## src/rtl/yurutucu.sv

```systemverilog
// yurutucu: Tomasulo-style out-of-order core, 4x32-bit registers, ADD/MUL units sharing one CDB.
// Optional macro YURUTUCU_STATS_EN adds the komut_sayisi issued-instruction counter.
module yurutucu #(
  parameter int ADD_RS_N = 2,
  parameter int MUL_RS_N = 2,
  parameter int MUL_LAT  = 2
) (
  input  logic         saat,
  input  logic         sifirla,
  input  logic [1:0]   ky1,
  input  logic [1:0]   ky2,
  input  logic [1:0]   hy,
  input  logic         islem,
  input  logic         bitir,
  output logic         hazir,
  output logic         bitti,
`ifdef YURUTUCU_STATS_EN
  output logic [31:0]  komut_sayisi,
`endif
  output logic [127:0] yazmac_degerleri
);
  localparam int N  = ADD_RS_N + MUL_RS_N;
  localparam int TW = (N > 1) ? $clog2(N) : 1;
  typedef logic [TW-1:0] tag_t;

  // Registers are held XOR 1, so an all-zero power-up state reads back as R0..R3 = 1.
  logic [3:0][31:0] regs_x_q;
  logic [3:0]       stat_v_q;
  tag_t             stat_q [4];
  logic [31:0]      rf [4];

  logic [N-1:0] busy_q, exec_q, vj_ok_q, vk_ok_q;
  logic [31:0]  vj_q [N];
  logic [31:0]  vk_q [N];
  tag_t         qj_q [N];
  tag_t         qk_q [N];
  logic [3:0]   age_q [N];

  logic         mul_busy_q;
  logic [7:0]   mul_cnt_q;
  tag_t         mul_tag_q;
  logic [31:0]  mul_res_q;
  logic         add_hold_q;
  tag_t         add_hold_tag_q;
  logic [31:0]  add_hold_val_q;

  logic [N-1:0] rdy;
  logic         add_sel_v, mul_sel_v, add_free_v, mul_free_v;
  tag_t         add_sel, mul_sel, add_free, mul_free, iss_tag;
  logic [3:0]   add_best, mul_best;
  logic         mul_start, mul_bc, add_start, add_bc, add_to_hold;
  tag_t         mul_bc_tag;
  logic [31:0]  mul_bc_val, mul_prod, add_sum;
  logic         cdb_v;
  tag_t         cdb_tag;
  logic [31:0]  cdb_val;
  logic         j_ok, k_ok;
  logic [31:0]  j_val, k_val;
  tag_t         j_tag, k_tag;

  always_comb begin
    for (int r = 0; r < 4; r++) rf[r] = regs_x_q[r] ^ 32'd1;
  end
  assign yazmac_degerleri = {rf[0], rf[1], rf[2], rf[3]};

  assign rdy = busy_q & ~exec_q & vj_ok_q & vk_ok_q;

  // Oldest ready entry per unit type (largest age); lowest free slot per type for issue.
  always_comb begin
    add_sel_v = 1'b0; add_sel = '0; add_best = '0;
    mul_sel_v = 1'b0; mul_sel = '0; mul_best = '0;
    add_free_v = 1'b0; add_free = '0;
    mul_free_v = 1'b0; mul_free = '0;
    for (int i = 0; i < N; i++) begin
      if (i < ADD_RS_N) begin
        if (rdy[i] && (!add_sel_v || age_q[i] > add_best)) begin
          add_sel_v = 1'b1; add_sel = tag_t'(i); add_best = age_q[i];
        end
      end else if (rdy[i] && (!mul_sel_v || age_q[i] > mul_best)) begin
        mul_sel_v = 1'b1; mul_sel = tag_t'(i); mul_best = age_q[i];
      end
    end
    for (int i = N - 1; i >= 0; i--) begin
      if (!busy_q[i]) begin
        if (i < ADD_RS_N) begin
          add_free_v = 1'b1; add_free = tag_t'(i);
        end else begin
          mul_free_v = 1'b1; mul_free = tag_t'(i);
        end
      end
    end
  end

  assign iss_tag = islem ? add_free : mul_free;
  assign hazir   = ~bitir & (islem ? add_free_v : mul_free_v);
  assign bitti   = bitir & ~(|busy_q) & ~mul_busy_q & ~add_hold_q;

  assign mul_start = mul_sel_v & ~mul_busy_q;
  assign mul_prod  = vj_q[mul_sel] * vk_q[mul_sel];
  always_comb begin
    if (MUL_LAT == 1) begin
      mul_bc = mul_start; mul_bc_tag = mul_sel; mul_bc_val = mul_prod;
    end else begin
      mul_bc = mul_busy_q && (mul_cnt_q == 8'd1); mul_bc_tag = mul_tag_q; mul_bc_val = mul_res_q;
    end
  end

  // A finished ADD that loses the CDB to MUL parks in the hold register and stalls new ADDs.
  assign add_start   = add_sel_v & ~add_hold_q;
  assign add_sum     = vj_q[add_sel] + vk_q[add_sel];
  assign add_bc      = ~mul_bc & (add_hold_q | add_start);
  assign add_to_hold = add_start & mul_bc;

  assign cdb_v   = mul_bc | add_bc;
  assign cdb_tag = mul_bc ? mul_bc_tag : (add_hold_q ? add_hold_tag_q : add_sel);
  assign cdb_val = mul_bc ? mul_bc_val : (add_hold_q ? add_hold_val_q : add_sum);

  always_comb begin
    j_ok = 1'b1; j_val = rf[ky1]; j_tag = stat_q[ky1];
    if (stat_v_q[ky1]) begin
      if (cdb_v && stat_q[ky1] == cdb_tag) j_val = cdb_val;
      else j_ok = 1'b0;
    end
    k_ok = 1'b1; k_val = rf[ky2]; k_tag = stat_q[ky2];
    if (stat_v_q[ky2]) begin
      if (cdb_v && stat_q[ky2] == cdb_tag) k_val = cdb_val;
      else k_ok = 1'b0;
    end
  end

  always_ff @(posedge saat) begin
    if (sifirla) begin
      regs_x_q   <= '0;
      stat_v_q   <= '0;
      busy_q     <= '0;
      exec_q     <= '0;
      mul_busy_q <= 1'b0;
      add_hold_q <= 1'b0;
    end else begin
      for (int i = 0; i < N; i++) begin
        if (busy_q[i] && age_q[i] != 4'hF) age_q[i] <= age_q[i] + 4'd1;
      end
      if (add_start) exec_q[add_sel] <= 1'b1;
      if (add_to_hold) begin
        add_hold_q <= 1'b1; add_hold_tag_q <= add_sel; add_hold_val_q <= add_sum;
      end else if (add_hold_q && add_bc) begin
        add_hold_q <= 1'b0;
      end
      if (mul_start) begin
        exec_q[mul_sel] <= 1'b1;
        if (MUL_LAT > 1) begin
          mul_busy_q <= 1'b1; mul_cnt_q <= 8'(MUL_LAT - 1);
          mul_tag_q  <= mul_sel; mul_res_q <= mul_prod;
        end
      end else if (mul_busy_q) begin
        if (mul_cnt_q == 8'd1) mul_busy_q <= 1'b0;
        else mul_cnt_q <= mul_cnt_q - 8'd1;
      end
      if (cdb_v) begin
        for (int i = 0; i < N; i++) begin
          if (busy_q[i] && !vj_ok_q[i] && qj_q[i] == cdb_tag) begin
            vj_q[i] <= cdb_val; vj_ok_q[i] <= 1'b1;
          end
          if (busy_q[i] && !vk_ok_q[i] && qk_q[i] == cdb_tag) begin
            vk_q[i] <= cdb_val; vk_ok_q[i] <= 1'b1;
          end
        end
        busy_q[cdb_tag] <= 1'b0;
        exec_q[cdb_tag] <= 1'b0;
        for (int r = 0; r < 4; r++) begin
          if (stat_v_q[r] && stat_q[r] == cdb_tag) begin
            regs_x_q[r] <= cdb_val ^ 32'd1; stat_v_q[r] <= 1'b0;
          end
        end
      end
      // Issue goes last so the new destination tag wins over a same-edge CDB clear.
      if (hazir) begin
        busy_q[iss_tag]  <= 1'b1;
        exec_q[iss_tag]  <= 1'b0;
        age_q[iss_tag]   <= 4'd0;
        vj_ok_q[iss_tag] <= j_ok; vj_q[iss_tag] <= j_val; qj_q[iss_tag] <= j_tag;
        vk_ok_q[iss_tag] <= k_ok; vk_q[iss_tag] <= k_val; qk_q[iss_tag] <= k_tag;
        stat_v_q[hy]     <= 1'b1;
        stat_q[hy]       <= iss_tag;
      end
    end
  end

`ifdef YURUTUCU_STATS_EN
  logic [31:0] komut_q;
  always_ff @(posedge saat) begin
    if (sifirla) komut_q <= '0;
    else if (hazir) komut_q <= komut_q + 32'd1;
  end
  assign komut_sayisi = komut_q;
`endif

endmodule

```

## config.mk

```make
export PLATFORM = sky130hd
export DESIGN_NAME = yurutucu
export DESIGN_NICKNAME = d
export VERILOG_FILES = /design/src/rtl/yurutucu.sv
export SDC_FILE = /design/constraint.sdc
export NUM_CORES = 2
export LEC_CHECK = 0
export ABC_CLOCK_PERIOD_IN_PS = 13000
export CAP_MARGIN = 20
export CORE_MARGIN = 3
export CORE_UTILIZATION = 23
export DETAILED_ROUTE_END_ITERATION = 16
export GPL_TIMING_DRIVEN = 0
export PLACE_DENSITY_LB_ADDON = 0.08
export SYNTH_ARGS = -nofsm -noshare
export SYNTH_HDL_FRONTEND = slang
export SYNTH_SLANG_ARGS = --single-unit
```

## constraint.sdc

```tcl
create_clock -name saat -period 13 [get_ports saat]
set_clock_uncertainty 0.2 [all_clocks]
set_input_delay 3.9 -clock saat [delete_from_list [all_inputs] [get_ports saat]]
set_output_delay 3.9 -clock saat [all_outputs]
set_load 0.05 [all_outputs]
```

==> flow_summary.toml <==
[run_status]
status = "completed"

[critical_path]
crit_path_end_kind = "flip-flop"
reg2reg_slack_ps = 490
critPathBufInv = 12
reg2reg_to = "mul_bc_val[31]"
crit_family = "adder cells"
crit_top_cell = "fa_1"
crit_type = "reg -> reg"
timing.rr.start = "busy_q[2]"
crit_fanout = 10
cp_data_required_time_ps = 13150
cp_slowest_cell = "clkbuf_1"
cp-start-kind = "flip-flop"
r2r_cells = 40
crit_path_max_incr_delay_ps = 750
arrival_ps = 12660

[cts]
cts_hold_buffers = 0
cts-root-buf = "clkbuf_16"
cts_buffers = 59
path_clk_slew_ps = 60
htreeDepth = 2
cts_buffer_depth = 3
cts.sinks = 521
clkLatencyLatePin_ps = 650
cts_tree = "yes"

[synthesis]
synthesis.area_um2 = 43300
synthArstFlopShare = 0
synth_top_cell_by_area = "edfxtp_1"
synth.ff_latch_count = 521
synth.area.top_cells = "edfxtp_1 25%, fa_1 19%, dfxtp_1 7.3%"
avgSynthCellArea_um2 = 9.70
syn_nets = 5054
synthFlopType = "edfxtp_1"
synth-edff-count = 363
synth_common_cells = "634 x nand2_1, 623 x nor2_1, 425 x inv_1"
netlist_instances = 4467
synth_top_area_share = 0.252
ys_seq_area_frac = 0.325
synth_most_common_cell = "nand2_1"
yosys_warnings = 0
ys_types = 93

[placed_design]
io_buffers = 135
gp_congestion = 0.904
pre_cts_slack_ps = -525
dp_hpwl_mm = 166
placed_cells = 7131

[floorplanning]
rows = 158
die_w_um = 440
io_pins = 140
core_um2 = 186000
dieArea_um2 = 194000
start_util = 0.233
die_y_um = 440

[global_route]
grt_max_degree = 33
track_usage = 0.208
antenna_found_initial = 9
grt_pass1_vias = 35500
grt-ovfl-total = 0
grt_first_pass_wirelength_mm = 284

[drt]
drtIter0Drc = 2557
via_per_inst = 4.67
via_count = 33900
drc = 0
wl_mm = 203
drt-pass1-iter-count = 5
final_antenna_net_count = 0
wl_per_cell_um = 28.0

[layout]
final_layout_size_suffix_gt1_frac = 0.125
finalCoreUtilization = 0.271
fill_cells = 20100
stdcell_count = 7248
final_nets = 5303
area_growth_pct = 16.6

[sta]
fin_ws_ps = 489
finalSetupViolations = 0
slew_headroom = 0.173
fin_crit_sh = 0.962
finalMaxSlewViolations = 0
holdWs_ps = 295
tightest_slew_ps = 1240
timing.fmax_ghz = 0.0799
hold_viol = 0
period_minus_slack_ps = 12510

[min_path]
min_to = "yazmac_degerleri[36]"
hold_depth = 2
hold_start = "yazmac_degerleri[36]"
hold_class = "reg -> reg"

[flow_run]
max_cap_violations = 0
==> cells in the final DEF, fill, tap and decap left out, types with 67 or more instances in the layout <==
cell type	count
mux2_2	100
nand3_1	67
nor2_1	623
nand2_1	634
clkbuf_1	202
o21ai_0	142
buf_4	150
edfxtp_1	363
mux4_2	70
clkdlybuf4s50_1	135
xnor2_1	106
inv_1	425
a21oi_1	201
fa_1	409
dfxtp_1	158
ha_1	168
==> tightest hold or removal path, delay by kind of cell, from the launching register on <==
kind,cells,cell delay [ps]
AOI/OAI and AO/OA,1,50
DFF,1,330
and+or+nand+nor,1,60
==> metal layers <==
layer	global-route usage	wire length [um]
met1	0.283	92900
met2	0.346	95100
met3	0.0197	7610
met4	0.0659	7130
met5	0	0
==> state kept, by name, indices dropped and copies added (netlist names) <==
signal            flops
add_hold_q            1
add_hold_tag_q        1
add_hold_val_q       32
age_q                16
busy_q                4
exec_q                4
mul_bc_tag            2
mul_bc_val           32
mul_busy_q            1
mul_cnt_q             8
qj_q                  8
qk_q                  8
regs_x_q              4
stat_q                8
stat_v_q              4
vj_ok_q               4
vj_q                128
vk_ok_q               4
vk_q                128
yazmac_degerleri    124
==> layout make-up <==
| cell class | instances | area (um^2) | share of cell area |
|---|---|---|---|
| buffer | 382 | 2100 | 0.0417 |
| clock buffer | 82 | 1640 | 0.0324 |
| sequential | 521 | 14100 | 0.279 |
| clock inverter | 29 | 267 | 0.00528 |
| multi-input combinational | 3132 | 25700 | 0.508 |
| inverter | 431 | 1620 | 0.0321 |
| timing repair buffer | 189 | 2020 | 0.0401 |
| tap | 2480 | 3100 | 0.0615 |
| antenna | 2 | 5.00 | 0.0000991 |
==> per-stage QoR <==
stage | instance area [um^2] | TNS (ps)
after global placement | 47800 | -7580
after detailed placement | 48500 | -717
final | 50500 | 0
after CTS | 50400 | 0
after global routing | 50500 | -29.4
after floorplan | 43300 | 0
==> how the worst max path moves through the flow <==
stage / startpoint / endpoint / slack, ps / cells past startpoint
after floorplan: bitir / bitti / 2970 / 2
after global placement: busy_q[2] / mul_bc_val[31] / -1590 / 39
after detailed placement: busy_q[3] / mul_bc_val[31] / -530 / 34
after CTS: busy_q[3] / mul_bc_val[31] / 190 / 34
after global routing: busy_q[2] / mul_bc_val[31] / -30 / 39
final: busy_q[2] / mul_bc_val[31] / 490 / 40
==> cells by family after synthesis <==
group           after synthesis  synth area share
buf+inv                     814            0.0857
compound gates              680             0.104
mux                         192            0.0675
flops                       521             0.325
fa+ha+maj                   577             0.238
simple gates               1530             0.148
xor+xnor                    153            0.0317
==> timing repair <==
action | 4_1_cts | 5_1_grt
buffers inserted | 0 | 0
setup endpoints to repair | 2 | 1
resized for setup | 3 | 10
Power is left out: the tool's default activity adds up to more than one toggle a clock period on the data nets, which glitch-free logic cannot reach.
